### config.mk
export PLATFORM = sky130hd
export DESIGN_NAME = relu_out_collector_flat
export DESIGN_NICKNAME = d
export VERILOG_FILES = /design/src/rtl/relu_out_if.sv /design/src/rtl/relu_out_collector.sv /design/src/flat_wrapper.sv
export SDC_FILE = /design/constraint.sdc
export NUM_CORES = 1
export LEC_CHECK = 0
export ABC_AREA = 1
export BUFFER_PORTS_ARGS = -buffer_cell sky130_fd_sc_hd__buf_2
export CAP_MARGIN = 30
export CORE_MARGIN = 4
export CORE_UTILIZATION = 51
export CTS_BUF_LIST = sky130_fd_sc_hd__clkbuf_4
export DETAILED_ROUTE_END_ITERATION = 16
export GPL_TIMING_DRIVEN = 0
export PLACE_DENSITY_LB_ADDON = 0.1
export SYNTH_ARGS = -nofsm -noshare
export SYNTH_HDL_FRONTEND = slang
export SYNTH_SLANG_ARGS = --single-unit
### constraint.sdc
create_clock -name clk -period 4.8 [get_ports clk]
set_clock_uncertainty 0.15 [all_clocks]
set_input_delay 1.2 -clock clk [delete_from_list [all_inputs] [get_ports clk]]
set_output_delay 1.2 -clock clk [all_outputs]
set_load 0.01 [all_outputs]
### src/rtl/relu_out_if.sv
// Handshake bundle between the pool/ReLU stream, the collector and the output-buffer SRAM port.
// The master modport is the collector's view; the slave modport is the surrounding pipeline's view.
interface relu_out_if #(
    parameter int unsigned DATA_WID = 16,
    parameter int unsigned PACK_N   = 4,
    parameter int unsigned ADDR_B   = 10
) ();
    logic                         in_valid;
    logic                         in_ready;
    logic [DATA_WID-1:0]          in_data;
    logic                         in_last;
    logic                         wr_valid;
    logic                         wr_ready;
    logic [ADDR_B-1:0]            wr_addr;
    logic [PACK_N*DATA_WID-1:0]   wr_data;
    logic [PACK_N-1:0]            wr_mask;
    logic                         wr_last;

    modport master (
        input  in_valid, in_data, in_last, wr_ready,
        output in_ready, wr_valid, wr_addr, wr_data, wr_mask, wr_last
    );

    modport slave (
        output in_valid, in_data, in_last, wr_ready,
        input  in_ready, wr_valid, wr_addr, wr_data, wr_mask, wr_last
    );
endinterface

### src/rtl/relu_out_collector.sv
// Packs pooled/ReLU scalars into PACK_N-lane words, queues them in a small FIFO and writes
// them to the output feature-map SRAM at sequential addresses from a per-layer base.
module relu_out_collector #(
    parameter int unsigned DATA_WID   = 16,
    parameter int unsigned PACK_N     = 4,
    parameter int unsigned FIFO_DEPTH = 4,
    parameter int unsigned ADDR_B     = 10
) (
    input  logic              clk,
    input  logic              reset,
    input  logic              start,
    input  logic [ADDR_B-1:0] base_addr,
    relu_out_if.master        bus,
    output logic              busy,
    output logic              done,
    output logic [ADDR_B:0]   word_cnt
);

    localparam int unsigned LANE_W  = $clog2(PACK_N);
    localparam int unsigned PTR_W   = $clog2(FIFO_DEPTH);
    localparam int unsigned WORD_W  = PACK_N * DATA_WID;
    localparam int unsigned ENTRY_W = WORD_W + PACK_N + 1;

    typedef enum logic [1:0] {StIdle, StCollect, StDrain, StDone} state_e;

    state_e              state_q, state_d;
    logic [LANE_W-1:0]   lane_q;
    logic [WORD_W-1:0]   pack_data_q, pack_data_upd;
    logic [PACK_N-1:0]   pack_mask_q, pack_mask_upd;
    logic [ADDR_B-1:0]   addr_q;
    logic [ADDR_B:0]     word_cnt_q;

    logic [ENTRY_W-1:0]  fifo_mem_q [FIFO_DEPTH];
    logic [PTR_W-1:0]    wr_ptr_q, rd_ptr_q;
    logic [PTR_W:0]      count_q;
    logic [ENTRY_W-1:0]  head;

    logic fifo_full, fifo_empty, coll_ready, accept, push, pop, begin_layer;

    assign fifo_full   = (count_q == (PTR_W+1)'(FIFO_DEPTH));
    assign fifo_empty  = (count_q == '0);
    // No pop bypass: a full FIFO stalls the input even if the SRAM drains a word this cycle.
    assign coll_ready  = (state_q == StCollect) && !fifo_full;
    assign accept      = bus.in_valid && coll_ready;
    assign push        = accept && ((lane_q == LANE_W'(PACK_N - 1)) || bus.in_last);
    assign pop         = !fifo_empty && bus.wr_ready;
    assign begin_layer = (state_q == StIdle) && start;
    assign head        = fifo_mem_q[rd_ptr_q];

    assign bus.in_ready = coll_ready;
    assign bus.wr_valid = !fifo_empty;
    assign bus.wr_addr  = addr_q;
    assign bus.wr_data  = fifo_empty ? '0 : head[ENTRY_W-1 -: WORD_W];
    assign bus.wr_mask  = fifo_empty ? '0 : head[PACK_N:1];
    assign bus.wr_last  = fifo_empty ? 1'b0 : head[0];

    assign busy     = (state_q != StIdle);
    assign done     = (state_q == StDone);
    assign word_cnt = word_cnt_q;

    // Pack register contents as they would be after storing in_data at the current lane.
    always_comb begin
        pack_data_upd = pack_data_q;
        pack_mask_upd = pack_mask_q;
        for (int unsigned i = 0; i < PACK_N; i++) begin
            if (lane_q == LANE_W'(i)) begin
                pack_data_upd[i*DATA_WID +: DATA_WID] = bus.in_data;
                pack_mask_upd[i]                      = 1'b1;
            end
        end
    end

    always_comb begin
        state_d = state_q;
        unique case (state_q)
            StIdle:    if (start) state_d = StCollect;
            StCollect: if (accept && bus.in_last) state_d = StDrain;
            StDrain:   if (pop && bus.wr_last) state_d = StDone;
            StDone:    state_d = StIdle;
            default:   state_d = StIdle;
        endcase
    end

    always_ff @(posedge clk) begin
        if (reset) begin
            state_q <= StIdle;
        end else begin
            state_q <= state_d;
        end
    end

    always_ff @(posedge clk) begin
        if (reset) begin
            lane_q      <= '0;
            pack_data_q <= '0;
            pack_mask_q <= '0;
        end else if (begin_layer || push) begin
            lane_q      <= '0;
            pack_data_q <= '0;
            pack_mask_q <= '0;
        end else if (accept) begin
            lane_q      <= lane_q + LANE_W'(1);
            pack_data_q <= pack_data_upd;
            pack_mask_q <= pack_mask_upd;
        end
    end

    always_ff @(posedge clk) begin
        if (reset) begin
            addr_q     <= '0;
            word_cnt_q <= '0;
        end else if (begin_layer) begin
            addr_q     <= base_addr;
            word_cnt_q <= '0;
        end else if (pop) begin
            addr_q     <= addr_q + ADDR_B'(1);
            word_cnt_q <= word_cnt_q + (ADDR_B+1)'(1);
        end
    end

    // Storage is not reset; outputs are gated by fifo_empty so stale entries never show.
    always_ff @(posedge clk) begin
        if (push) begin
            fifo_mem_q[wr_ptr_q] <= {pack_data_upd, pack_mask_upd, bus.in_last};
        end
    end

    always_ff @(posedge clk) begin
        if (reset) begin
            wr_ptr_q <= '0;
            rd_ptr_q <= '0;
            count_q  <= '0;
        end else begin
            if (push) wr_ptr_q <= wr_ptr_q + PTR_W'(1);
            if (pop)  rd_ptr_q <= rd_ptr_q + PTR_W'(1);
            unique case ({push, pop})
                2'b10:   count_q <= count_q + (PTR_W+1)'(1);
                2'b01:   count_q <= count_q - (PTR_W+1)'(1);
                default: count_q <= count_q;
            endcase
        end
    end

    a_no_accept_when_full: assert property (@(posedge clk) disable iff (reset)
        fifo_full |-> !bus.in_ready);

    a_head_stable: assert property (@(posedge clk) disable iff (reset)
        (bus.wr_valid && !bus.wr_ready) |=> bus.wr_valid && $stable(bus.wr_data)
            && $stable(bus.wr_mask) && $stable(bus.wr_addr) && $stable(bus.wr_last));

endmodule

### src/flat_wrapper.sv
// flat-port wrapper written by rule: the top's interface ports become plain ports
module relu_out_collector_flat 
#(
    parameter int unsigned DATA_WID   = 16,
    parameter int unsigned PACK_N     = 4,
    parameter int unsigned FIFO_DEPTH = 4,
    parameter int unsigned ADDR_B     = 10
)
  (clk, reset, start, base_addr, busy, done, word_cnt, bus_in_valid, bus_in_data, bus_in_last, bus_wr_ready, bus_in_ready, bus_wr_valid, bus_wr_addr, bus_wr_data, bus_wr_mask, bus_wr_last);
  relu_out_if #(.DATA_WID(DATA_WID), .PACK_N(PACK_N), .ADDR_B(ADDR_B)) bus_i ();
  input  logic clk;
  input  logic reset;
  input  logic start;
  input  logic [ADDR_B-1:0] base_addr;
  output logic busy;
  output logic done;
  output logic [ADDR_B:0] word_cnt;
  input wire logic [$bits(bus_i.in_valid)-1:0] bus_in_valid;
  input wire logic [$bits(bus_i.in_data)-1:0] bus_in_data;
  input wire logic [$bits(bus_i.in_last)-1:0] bus_in_last;
  input wire logic [$bits(bus_i.wr_ready)-1:0] bus_wr_ready;
  output wire logic [$bits(bus_i.in_ready)-1:0] bus_in_ready;
  output wire logic [$bits(bus_i.wr_valid)-1:0] bus_wr_valid;
  output wire logic [$bits(bus_i.wr_addr)-1:0] bus_wr_addr;
  output wire logic [$bits(bus_i.wr_data)-1:0] bus_wr_data;
  output wire logic [$bits(bus_i.wr_mask)-1:0] bus_wr_mask;
  output wire logic [$bits(bus_i.wr_last)-1:0] bus_wr_last;
  assign bus_i.in_valid = bus_in_valid;
  assign bus_i.in_data = bus_in_data;
  assign bus_i.in_last = bus_in_last;
  assign bus_i.wr_ready = bus_wr_ready;
  assign bus_in_ready = bus_i.in_ready;
  assign bus_wr_valid = bus_i.wr_valid;
  assign bus_wr_addr = bus_i.wr_addr;
  assign bus_wr_data = bus_i.wr_data;
  assign bus_wr_mask = bus_i.wr_mask;
  assign bus_wr_last = bus_i.wr_last;
  relu_out_collector #(.DATA_WID(DATA_WID), .PACK_N(PACK_N), .FIFO_DEPTH(FIFO_DEPTH), .ADDR_B(ADDR_B)) u_core (.clk(clk), .reset(reset), .start(start), .base_addr(base_addr), .bus(bus_i), .busy(busy), .done(done), .word_cnt(word_cnt));
endmodule
# Yosys cells after proc, flatten, opt, wreduce, memory -nomap -nowiden

Memories as Yosys holds them, arrays and structs flattened. A register that Yosys moved wholly into a read port is not among the register bits.
Index checks and enable logic that the tools add are counted.

Bits in latches: 0
Bits of input ports: 32
Register bits after elaboration: 100
Memories kept: 1
Word-level logic and storage cells: 71
Memory bits (read-only): 0
Output and inout bits: 94
Bits in writable memories: 276

Multiplexer cells: 22
Magnitude comparators: 0
Bitwise gates (word level): 0
$mul: 0
Equal/unequal tests: 12
$add $sub $neg: 7
Reductions and logical operators: 20
Div/mod/pow operators: 0
Shifts and indexed selects: 0

Memory list:

| memory            | words | bits a word | read ports | clocked after Yosys merged registers in | wr ports | RTL line                 | RTL |
|---|---|---|---|---|---|---|---|
| u_core.fifo_mem_q | 4     | 69          | 1          | 1                                       | 1        | relu_out_collector.sv:33 | `logic [ENTRY_W-1:0] fifo_mem_q [FIFO_DEPTH];` |

Operator list:

| cell                  | number |
|---|---|
| $mux 16               | 4 |
| $mux 64               | 1 |
| $mux 10               | 2 |
| $add 11x1->11 const B | 1 |
| $add 10x1->10 const B | 1 |
| $eq 2x2->1 const B    | 5 |
| $mux 2                | 5 |
| $pmux 2 s4            | 1 |
| $logic_and 1x1->1     | 7 |
| $mux 1                | 7 |
| $add 2x1->2 const B   | 3 |
| $eq 2x1->1 const B    | 3 |
| $pmux 3 s2            | 1 |
| $reduce_bool 2->1     | 3 |
| $logic_not 2->1       | 2 |
| $mux 4                | 1 |
| $ne 2x2->1 const B    | 2 |
| $reduce_or 2->1       | 2 |
| $add 3x1->3 const B   | 1 |
| $eq 3x3->1 const B    | 1 |
| $logic_not 3->1       | 1 |
| $reduce_and 3->1      | 1 |
| $sub 3x1->3 const B   | 1 |
| $logic_not 1->1       | 2 |
| other kinds (2)       | 3 |

# Longest topological paths before layout

Gate-level depths: netlist of the first run.

Depth after elaboration: 7
Gate-level depth with buffers: 12
Gate-level depth less buffers: 11

# Worst setup path after synthesis of the first run

Ideal clock, no wire load.

Path kind: in2reg
From: input port bus_in_valid
To: memory u_core.fifo_mem_q[0][0] in the netlist's numbering, enable pin
Library setup time: 496 ps
Path slack: -320 ps
Arrival: 4474 ps
Cell stages on the path: 4
Data required time: 4154 ps
Path through: and3_1 > buf_6 > o21ai_4 > nor2_1

Longest elaborated chain between the ends: 4

Ends and longest elaborated chain:

| what                         | RTL line                  | RTL |
|---|---|---|
| from (decl)                  | flat_wrapper.sv:18        | `input wire logic [$bits(bus_i.in_valid)-1:0] bus_in_valid;` |
| $logic_and 1x1->1            | relu_out_collector.sv:44  | `assign accept = bus.in_valid && coll_ready;` |
| $logic_and 1x1->1            | relu_out_collector.sv:45  | `assign push = accept && ((lane_q == LANE_W'(PACK_N - 1)) \|\| bus.in_last);` |
| $mux 1                       | relu_out_collector.sv:123 | `if (push) begin` |
| $mux 1 (implied by the code) | relu_out_collector.sv:124 | `fifo_mem_q[wr_ptr_q] <= {pack_data_upd, pack_mask_upd, bus.in_last};` |
| to (decl)                    | relu_out_collector.sv:33  |  |

Every way passes these cells.

==> impl_metrics.ini, run 1 <==
[power]
powerDensity_nw_per_um2 = 494.0
peakVddDrop_uv = 302.7
p_leak_nw = 7.019
finalPower_w = 0.009194

[sta]
final-hold-violation-count = 0
rsz0062_at_grt = no
period_needed_ps = 4303
fmax_mhz = 232.4
drv_slew = 0
finalSetupViolCount = 0
finalCritPeriodShare_pct = 89.64
worst_pin_slew_ps = 970.8
holdWs_ps = 310.7
setup_ws_ps = 497.1
slew_headroom_pct = 35.13

[clock_network]
h-tree-depth = 3
cts.repair.resized = 0
cts_buffer_depth = 3
numCtsBuffers = 96
clk_latency_ps = 710
cts_sinks = 378
clkTransAtPathRegs_ps = 60
cts_hold_buf = 0
cts_root_buf = clkbuf_4
post-cts-setup-buffer-count = 0
cts_tree = built

[setup_path]
crit_path_max_fanout = 10
arrival_ps = 2950
crit_slowest_cell = clkbuf_1
path_class = flop to output port
path_common_cell = clkbuf_1
required_ps = 3450
rr_worst_depth = 7
crit_chain = inv_2 -> clkbuf_1 -> clkbuf_1 -> o21ai_0 -> a21oi_1 -> buf_2
critPathMaxStageDelay_ps = 680
startpoint_type = flop
cp_top_family = buffers and inverters
cp_num_buf_inv = 4
end_kind = output port
cp.depth = 6

[job]
maxCapViolCount = 0

[place]
io_buffers = 124
hpwl_mm = 26.57
dpl_cell_area_um2 = 17310
place_ws_ps = 1227
place_congestion = 0.8254

[yosys]
yosys.area.top_type = edfxtp_1
postSynthCellCount = 1606
synthDominantCellAreaShare_pct = 51.99
synth_area_um2 = 15940
avgSynthCellArea_um2 = 9.926
synth_fp_nets = 1655
synthTopCellsByArea = edfxtp_1 (52%), dfxtp_1 (13%), nand2_1 (9.0%)
seq_area_frac_synth_pct = 64.80
yosysWarnings = 0
ys_seq_elements = 378
synth_cell_types = 31

[global_route]
grt_pass1_wl_mm = 64.65
grt_pass1_vias = 12090
grtUsageTotal_pct = 24.22
antenna_found_initial = 1
grt_max_degree = 29
gr-total-overflow = 0

[final_layout]
final_area_um2 = 18610
fillers = 2656
nets = 1887
drive_gt1_share_pct = 21.70
syn_to_final_growth_pct = 16.75

[floorplanning]
die_w_um = 184.8
io_pins = 126
core_region_area_um2 = 30750
rows = 64
die_h_um = 184.8
die-area_um2 = 34150
start_util_pct = 51.84

[status]
status = complete, no violations

[route]
routed_wl_mm = 41.25
met2_length_mm = 19.51
drcViolationCount = 0
top_layer = met4
drtIter0Drc = 923
dr.pass1.iters = 6
vias_per_cell = 5.324
met1_length_mm = 18.26
final_antenna_net_count = 0
via_count = 12320
dr_wl_met3_mm = 2.406
wl_per_cell_um = 17.83

[worst_hold_path]
hold_class = flop to flop
hold_depth = 2
per-layer routing:
layer / track usage, % / vias up
li1: - / 5941
met5: 0 / -
met3: 3.967 / 74
met1: 33.17 / 5905
met4: 8.544 / 0
met2: 39.58 / 400
path summary, 6_finish.rpt:
check | start | to | slack (ps)
worst max register to register | u_core.state_q[1]$_SDFFE_PP0P_ | u_core.fifo_mem_q[1][35]$_DFFE_PP_ | 2030
worst max-delay path | flop | bus_wr_data[3] | 500
worst min register to register | u_core.pack_data_q[51]$_SDFFE_PP0P_ | u_core.pack_data_q[51]$_SDFFE_PP0P_ | 310
worst min-delay path | u_core.pack_data_q[51]$_SDFFE_PP0P_ | u_core.pack_data_q[51]$_SDFFE_PP0P_ | 310
per-stage QoR:
step,util [%],setup TNS (ps),cells
floorplan,-,-88320,1606
finish,60.53,0,2314
detailed placement,56.28,0,2136
global route,60.53,0,2314
CTS,60.52,0,2313
global placement,55.47,-790740,2126
synth_stat cells:
cell        n
a211oi_1    2
a21oi_1   110
a21oi_2    50
a31oi_1     3
and2_1      1
and3_1      3
buf_1       8
buf_2      36
buf_4       5
buf_6       8
clkbuf_1   34
clkinv_1    5
dfxtp_1   102
edfxtp_1  276
fa_1        1
ha_1       16
inv_1      51
inv_2       6
nand2_1   384
nand2_2     1
nand2_4     1
nand3_1    20
nand3_2     2
nand3b_1    3
nand4_1     6
nor2_1    305
nor3_1     10
o211ai_1    3
o21ai_0   151
o21ai_4     1
xor2_1      2
sequential cells by signal, indices dropped and copies added (netlist names), named ones only:
name,cells
u_core.bus.wr_addr,10
u_core.count_q,3
u_core.fifo_mem_q,276
u_core.lane_q,2
u_core.pack_data_q,64
u_core.pack_mask_q,4
u_core.rd_ptr_q,2
u_core.state_q,2
u_core.word_cnt,11
u_core.wr_ptr_q,2
power by group:
part	switching [W]	leakage (nW)	total, W	internal, W
Combinational	0.00183	3.09	0.00262	0.000790
Clock	0.00127	0.784	0.00283	0.00156
Sequential	0.0000904	3.14	0.00375	0.00366
Total	0.00318	7.02	0.00919	0.00601
final cells by class:
type / instances / area (µm²) / share of cell area [%]
Antenna cell: 1 / 2.502 / 0.01345
Buffer: 91 / 465.4 / 2.501
Clock buffer: 161 / 1209 / 6.494
Clock inverter: 16 / 93.84 / 0.5042
Inverter: 62 / 232.7 / 1.250
Multi-Input combinational cell: 1075 / 4949 / 26.59
Sequential cell: 378 / 10330 / 55.50
Tap cell: 396 / 495.5 / 2.662
Timing Repair Buffer: 134 / 834.6 / 4.484
worst min-delay path: cells and delay by family, from the launching register on:
family	cells	cell delay (ps)
compound gates	1	50
simple gates	1	60
flops	1	310
logic make-up after synthesis:
| group | synth area share [%] |
|---|---|
| and+or+nand+nor | 17.93 |
| adders and majority gates | 1.381 |
| DFF | 64.80 |
| AOI/OAI and AO/OA | 11.40 |
| buffers and inverters | 4.380 |
| xor gates and xnor gates | 0.1099 |
cell usage in the layout, fill, tap and decap left out, drive strengths merged, types with 2 or more instances in the layout:
cell type  netlist  layout
a21oi          160     160
o21ai          152     152
a31oi            3       3
nor2           305     305
inv             57      60
dfxtp          102     102
o211ai           3       3
nor3            10      10
clkinv           5      15
nand3           22      22
edfxtp         276     276
nand2          386     386
clkbuf          34     195
clkinvlp         0       2
a211oi           2       2
xor2             2       2
nand4            6       6
ha              16      16
nand3b           3       3
buf             57     191
and3             3       3
(Power assumes the default switching activity.)
==> run 2, diff against run 1 <==
--- a/config.mk
+++ b/config.mk
@@ -7,12 +7,11 @@
 export LEC_CHECK = 0
 export ABC_AREA = 1
 export BUFFER_PORTS_ARGS = -buffer_cell sky130_fd_sc_hd__buf_2
-export CAP_MARGIN = 30
-export CORE_MARGIN = 4
+export CAP_MARGIN = 5
+export CORE_MARGIN = 3
 export CORE_UTILIZATION = 51
 export CTS_BUF_LIST = sky130_fd_sc_hd__clkbuf_4
 export DETAILED_ROUTE_END_ITERATION = 16
-export GPL_TIMING_DRIVEN = 0
 export PLACE_DENSITY_LB_ADDON = 0.1
 export SYNTH_ARGS = -nofsm -noshare
 export SYNTH_HDL_FRONTEND = slang
==> impl_metrics.ini, run 2 (synthesized netlist as in run 1, its figures left out) <==
[global_route]
grtUsageTotal_pct = 23.22
grt_pass1_vias = 11350
grt_max_degree = 90
gr-total-overflow = 0
grt_pass1_wl_mm = 60.89
antenna_found_initial = 1

[final_layout]
fin_cells = 2228
largest_reg_flops = 276
final_common_cell = nand2_1
nets = 1803
regMostFlops = u_core.fifo_mem_q
syn_to_final_growth_pct = 13.66
final_cell_mix = nand2_1 (384), nor2_1 (301), edfxtp_1 (276)
fillers = 2692
drive_gt1_share_pct = 20.10

[place]
io_buffers = 125
hpwl_mm = 20.88
post-place-cells = 2052
place_congestion = 0.8036

[clock_network]
cts_root_buf = clkbuf_4
cts_tree = built
cts.repair.resized = 0
cts_hold_buf = 0
cts_sinks = 378
cts_buffer_depth = 3
post-cts-setup-buffer-count = 0
h-tree-depth = 3
numCtsBuffers = 96
clkTransAtPathRegs_ps = 60
clk_latency_ps = 730

[route]
wl_per_cell_um = 17.40
via_count = 11760
drcViolationCount = 0
vias_per_cell = 5.278
routed_wl_mm = 38.78
final_antenna_net_count = 0
dr.pass1.iters = 5
drtIter0Drc = 790

[power]
p_leak_nw = 6.737
peakVddDrop_uv = 309.5
switching_share_pct = 34.14
finalPower_w = 0.008929
power_switching_w = 0.003048
p_int_w = 0.005881
p_clk_share_pct = 31.2
powerDensity_nw_per_um2 = 492.8
power.share.combinational_pct = 26.1
p_seq_share_pct = 42.7

[setup_path]
crit_slowest_cell = buf_4
crit_chain = clkinv_2 -> buf_4 -> o21ai_0 -> a21oi_1 -> buf_2
cp_top_family = buffers and inverters
end_kind = output port
arrival_ps = 2750
startpoint_type = flop
crit_path_max_fanout = 82
cp_num_buf_inv = 3
critPathMaxStageDelay_ps = 640
required_ps = 3450
path_class = flop to output port

[job]
maxCapViolCount = 0

[worst_hold_path]
hold_class = flop to flop

[sta]
rsz0062_at_grt = no
period_needed_ps = 4095
final-hold-violation-count = 0
drv_slew = 0
finalCritPeriodShare_pct = 85.32
worst_pin_slew_ps = 1176
fmax_mhz = 244.2
finalSetupViolCount = 0
slew_headroom_pct = 21.60

[floorplanning]
io_pins = 126
rows = 64
core_region_area_um2 = 30670
die_w_um = 182.8
start_util_pct = 51.98
die_h_um = 182.8
die-area_um2 = 33420

[status]
status = complete, no violations
[run 2: routing by layer]
metal	up-vias	global-route usage, %	part of all wire, %
met5	-	0	0
met4	0	8.860	2.6
met3	75	4.106	6.0
met2	381	38.59	48
met1	5548	30.80	43
li1	5755	-	-
[run 2: path summary, 6_finish.rpt]
| path | end | slack (ps) | cells after the start | from |
|---|---|---|---|---|
| setup / recovery | bus_wr_data[12] | 700 | 5 | flop |
| hold / removal | u_core.pack_data_q[33]$_SDFFE_PP0P_ | 310 | 2 | u_core.pack_data_q[33]$_SDFFE_PP0P_ |
| setup reg to reg | u_core.pack_data_q[48]$_SDFFE_PP0P_ | 1930 | 8 | u_core.state_q[0]$_SDFFE_PP0P_ |
| hold reg to reg | u_core.pack_data_q[33]$_SDFFE_PP0P_ | 310 | 2 | u_core.pack_data_q[33]$_SDFFE_PP0P_ |
[run 2: worst register-to-register path, stage by stage (launching register included)]
cell and delay, ps:
dfxtp_1 390, inv_1 100, ha_1 220, nand2_1 70, buf_4 190, inv_1 190, nor2_1 400, nand2_4 650
a21oi_1 420
[run 2: final cells by class]
cell class | count | area (µm²) | area share [%]
Antenna cell | 1 | 2.502 | 0.01381
Clock buffer | 151 | 1134 | 6.256
Clock inverter | 24 | 146.4 | 0.8080
Inverter | 62 | 235.2 | 1.298
Multi-Input combinational cell | 1075 | 4950 | 27.32
Sequential cell | 378 | 10330 | 57.04
Tap cell | 396 | 495.5 | 2.735
Timing Repair Buffer | 141 | 820.8 | 4.530
[run 2: through the flow]
step	hold WS [ps]	cell area [µm²]	setup TNS [ps]	util, %	setup slack (ps)
4_1_cts	312.2	18120	0	59.07	643.4
2_1_floorplan	286.6	15940	-88320	-	-320.0
3_5_place_dp	301.8	16840	0	54.90	1332
6_report	311.2	18120	0	59.08	704.7
5_1_grt	330.8	18120	0	59.08	441.7
3_3_place_gp	296.8	16840	0	54.90	1408
[run 2: power groups by stage]
stage / registers [W] / clock network, W / logic, W
global placement: 0.00388 / 0 / 0.00233
global route: 0.00383 / 0.00306 / 0.00259
CTS: 0.00381 / 0.00286 / 0.00236
detailed placement: 0.00388 / 0 / 0.00235
finish: 0.00381 / 0.00279 / 0.00233
floorplan: 0.00382 / 0 / 0.00155
==> run 3, diff against run 2 <==
--- a/config.mk
+++ b/config.mk
@@ -13,6 +13,7 @@
 export CTS_BUF_LIST = sky130_fd_sc_hd__clkbuf_4
 export DETAILED_ROUTE_END_ITERATION = 16
 export PLACE_DENSITY_LB_ADDON = 0.1
+export REMOVE_ABC_BUFFERS = 1
 export SYNTH_ARGS = -nofsm -noshare
 export SYNTH_HDL_FRONTEND = slang
 export SYNTH_SLANG_ARGS = --single-unit
==> impl_metrics.ini, run 3 (synthesized netlist as in run 1, its figures left out) <==
[clock_network]
cts_hold_buf = 0
clk_latency_ps = 700
numCtsBuffers = 96
cts_buffer_depth = 3
h-tree-depth = 3
cts_sinks = 378
clkTransAtPathRegs_ps = 60
cts_root_buf = clkbuf_4
cts_tree = built
cts.repair.resized = 0
post-cts-setup-buffer-count = 0

[floorplanning]
rows = 64
io_pins = 126
die_h_um = 182.8
die_w_um = 182.8
core_region_area_um2 = 30670
start_util_pct = 51.98
die-area_um2 = 33420

[global_route]
grt_pass1_wl_mm = 59.80
gr-total-overflow = 0
antenna_found_initial = 1
grt_pass1_vias = 11390
grt_max_degree = 139
grtUsageTotal_pct = 22.49

[worst_hold_path]
hold_class = flop to flop

[final_layout]
nets = 1811
final_util_pct = 59.20
fillers = 2671
final_common_cell = nand2_1
drive_gt1_share_pct = 20.20
syn_to_final_growth_pct = 13.89
final_cell_mix = nand2_1 (384), nor2_1 (301), edfxtp_1 (276)
largest_reg_flops = 276
regMostFlops = u_core.fifo_mem_q
fin_cells = 2239

[route]
drtIter0Drc = 715
routed_wl_mm = 37.55
vias_per_cell = 5.261
dr.pass1.iters = 5
wl_per_cell_um = 16.77
final_antenna_net_count = 0
via_count = 11780
drcViolationCount = 0

[setup_path]
crit_slowest_cell = inv_4
path_class = flop to output port
cp_num_buf_inv = 3
critPathMaxStageDelay_ps = 530
startpoint_type = flop
crit_path_max_fanout = 73
cp_top_family = buffers and inverters
end_kind = output port
crit_chain = inv_4 -> buf_4 -> o21ai_0 -> a21oi_1 -> buf_2
arrival_ps = 2550
required_ps = 3450

[power]
switching_share_pct = 34.32
peakVddDrop_uv = 397.8
p_int_w = 0.005830
finalPower_w = 0.008876
p_leak_nw = 6.761
power.share.combinational_pct = 26.9
p_clk_share_pct = 30.7
powerDensity_nw_per_um2 = 488.9
power_switching_w = 0.003046
p_seq_share_pct = 42.3

[place]
post-place-cells = 2060
io_buffers = 125
hpwl_mm = 20.69
place_ws_ps = 1350
place_congestion = 0.7991

[sta]
rsz0062_at_grt = no
slew_headroom_pct = 25.84
setup_ws_ps = 896.1
setup_tns_ps = 0
finalSetupViolCount = 0
worst_pin_slew_ps = 1112
fmax_mhz = 256.2
period_needed_ps = 3904
drv_slew = 0
finalCritPeriodShare_pct = 81.33
final-hold-violation-count = 0

[status]
status = complete, no violations

[job]
maxCapViolCount = 0
run 3: cell count changes in the layout (fill, tap and decap cells not counted), moves of 3 or more:
cell	before	now
inv_2	6	9
clkinv_1	22	29
clkbuf_4	151	142
buf_4	10	19
run 3: final timing paths:
check / startpoint / end / slack (ps) / depth (start not counted)
min: u_core.pack_mask_q[3]$_SDFFE_PP0P_ / u_core.pack_mask_q[3]$_SDFFE_PP0P_ / 310 / 2
min reg2reg: u_core.pack_mask_q[3]$_SDFFE_PP0P_ / u_core.pack_mask_q[3]$_SDFFE_PP0P_ / 310 / 2
max reg2reg: u_core.lane_q[0]$_SDFFE_PP0P_ / u_core.pack_data_q[5]$_SDFFE_PP0P_ / 1520 / 7
max: flop / bus_wr_data[29] / 900 / 5
run 3: worst reg2reg max path: stages, from the launching register on:
cell and delay (ps):
dfxtp_1 350, inv_1 110, ha_1 910, clkinv_1 1010
nand2_1 240, nand2_1 180, nand2_1 130, a21oi_2 70
run 3: cell type report:
cell class	instances	area [µm²]	area share, %
sequential	378	10340	56.94
multi-input combinational	1075	4954	27.28
clock buffer	142	1066	5.871
timing repair buffer	149	868.3	4.783
tap	396	495.5	2.729
inverter	62	235.2	1.296
clock inverter	36	197.7	1.089
antenna	1	2.502	0.01378
run 3: power by group through the flow:
| stage | Combinational [W] | Sequential, W | Clock [W] |
|---|---|---|---|
| 2_1_floorplan | 0.00133 | 0.00392 | 0 |
| 3_3_place_gp | 0.00239 | 0.00382 | 0 |
| 3_5_place_dp | 0.00242 | 0.00382 | 0 |
| 4_1_cts | 0.00243 | 0.00375 | 0.00281 |
| 5_1_grt | 0.00268 | 0.00377 | 0.00298 |
| 6_report | 0.00239 | 0.00376 | 0.00273 |
run 3: layer usage:
metal  wire, µm  track usage (%)  vias to the layer above
met3       2410            3.967                       53
met5          0                0                        -
met1      16580            30.09                     5598
met2      17980            37.92                      355
li1           -                -                     5774
met4        576            6.834                        0
run 3: through the flow:
step / cell area (µm²) / hold WS [ps]
floorplan: 15480 / 288.2
global placement: 16890 / 297.8
detailed placement: 16890 / 301.1
CTS: 18150 / 311.4
global route: 18160 / 326.7
finish: 18160 / 307.4
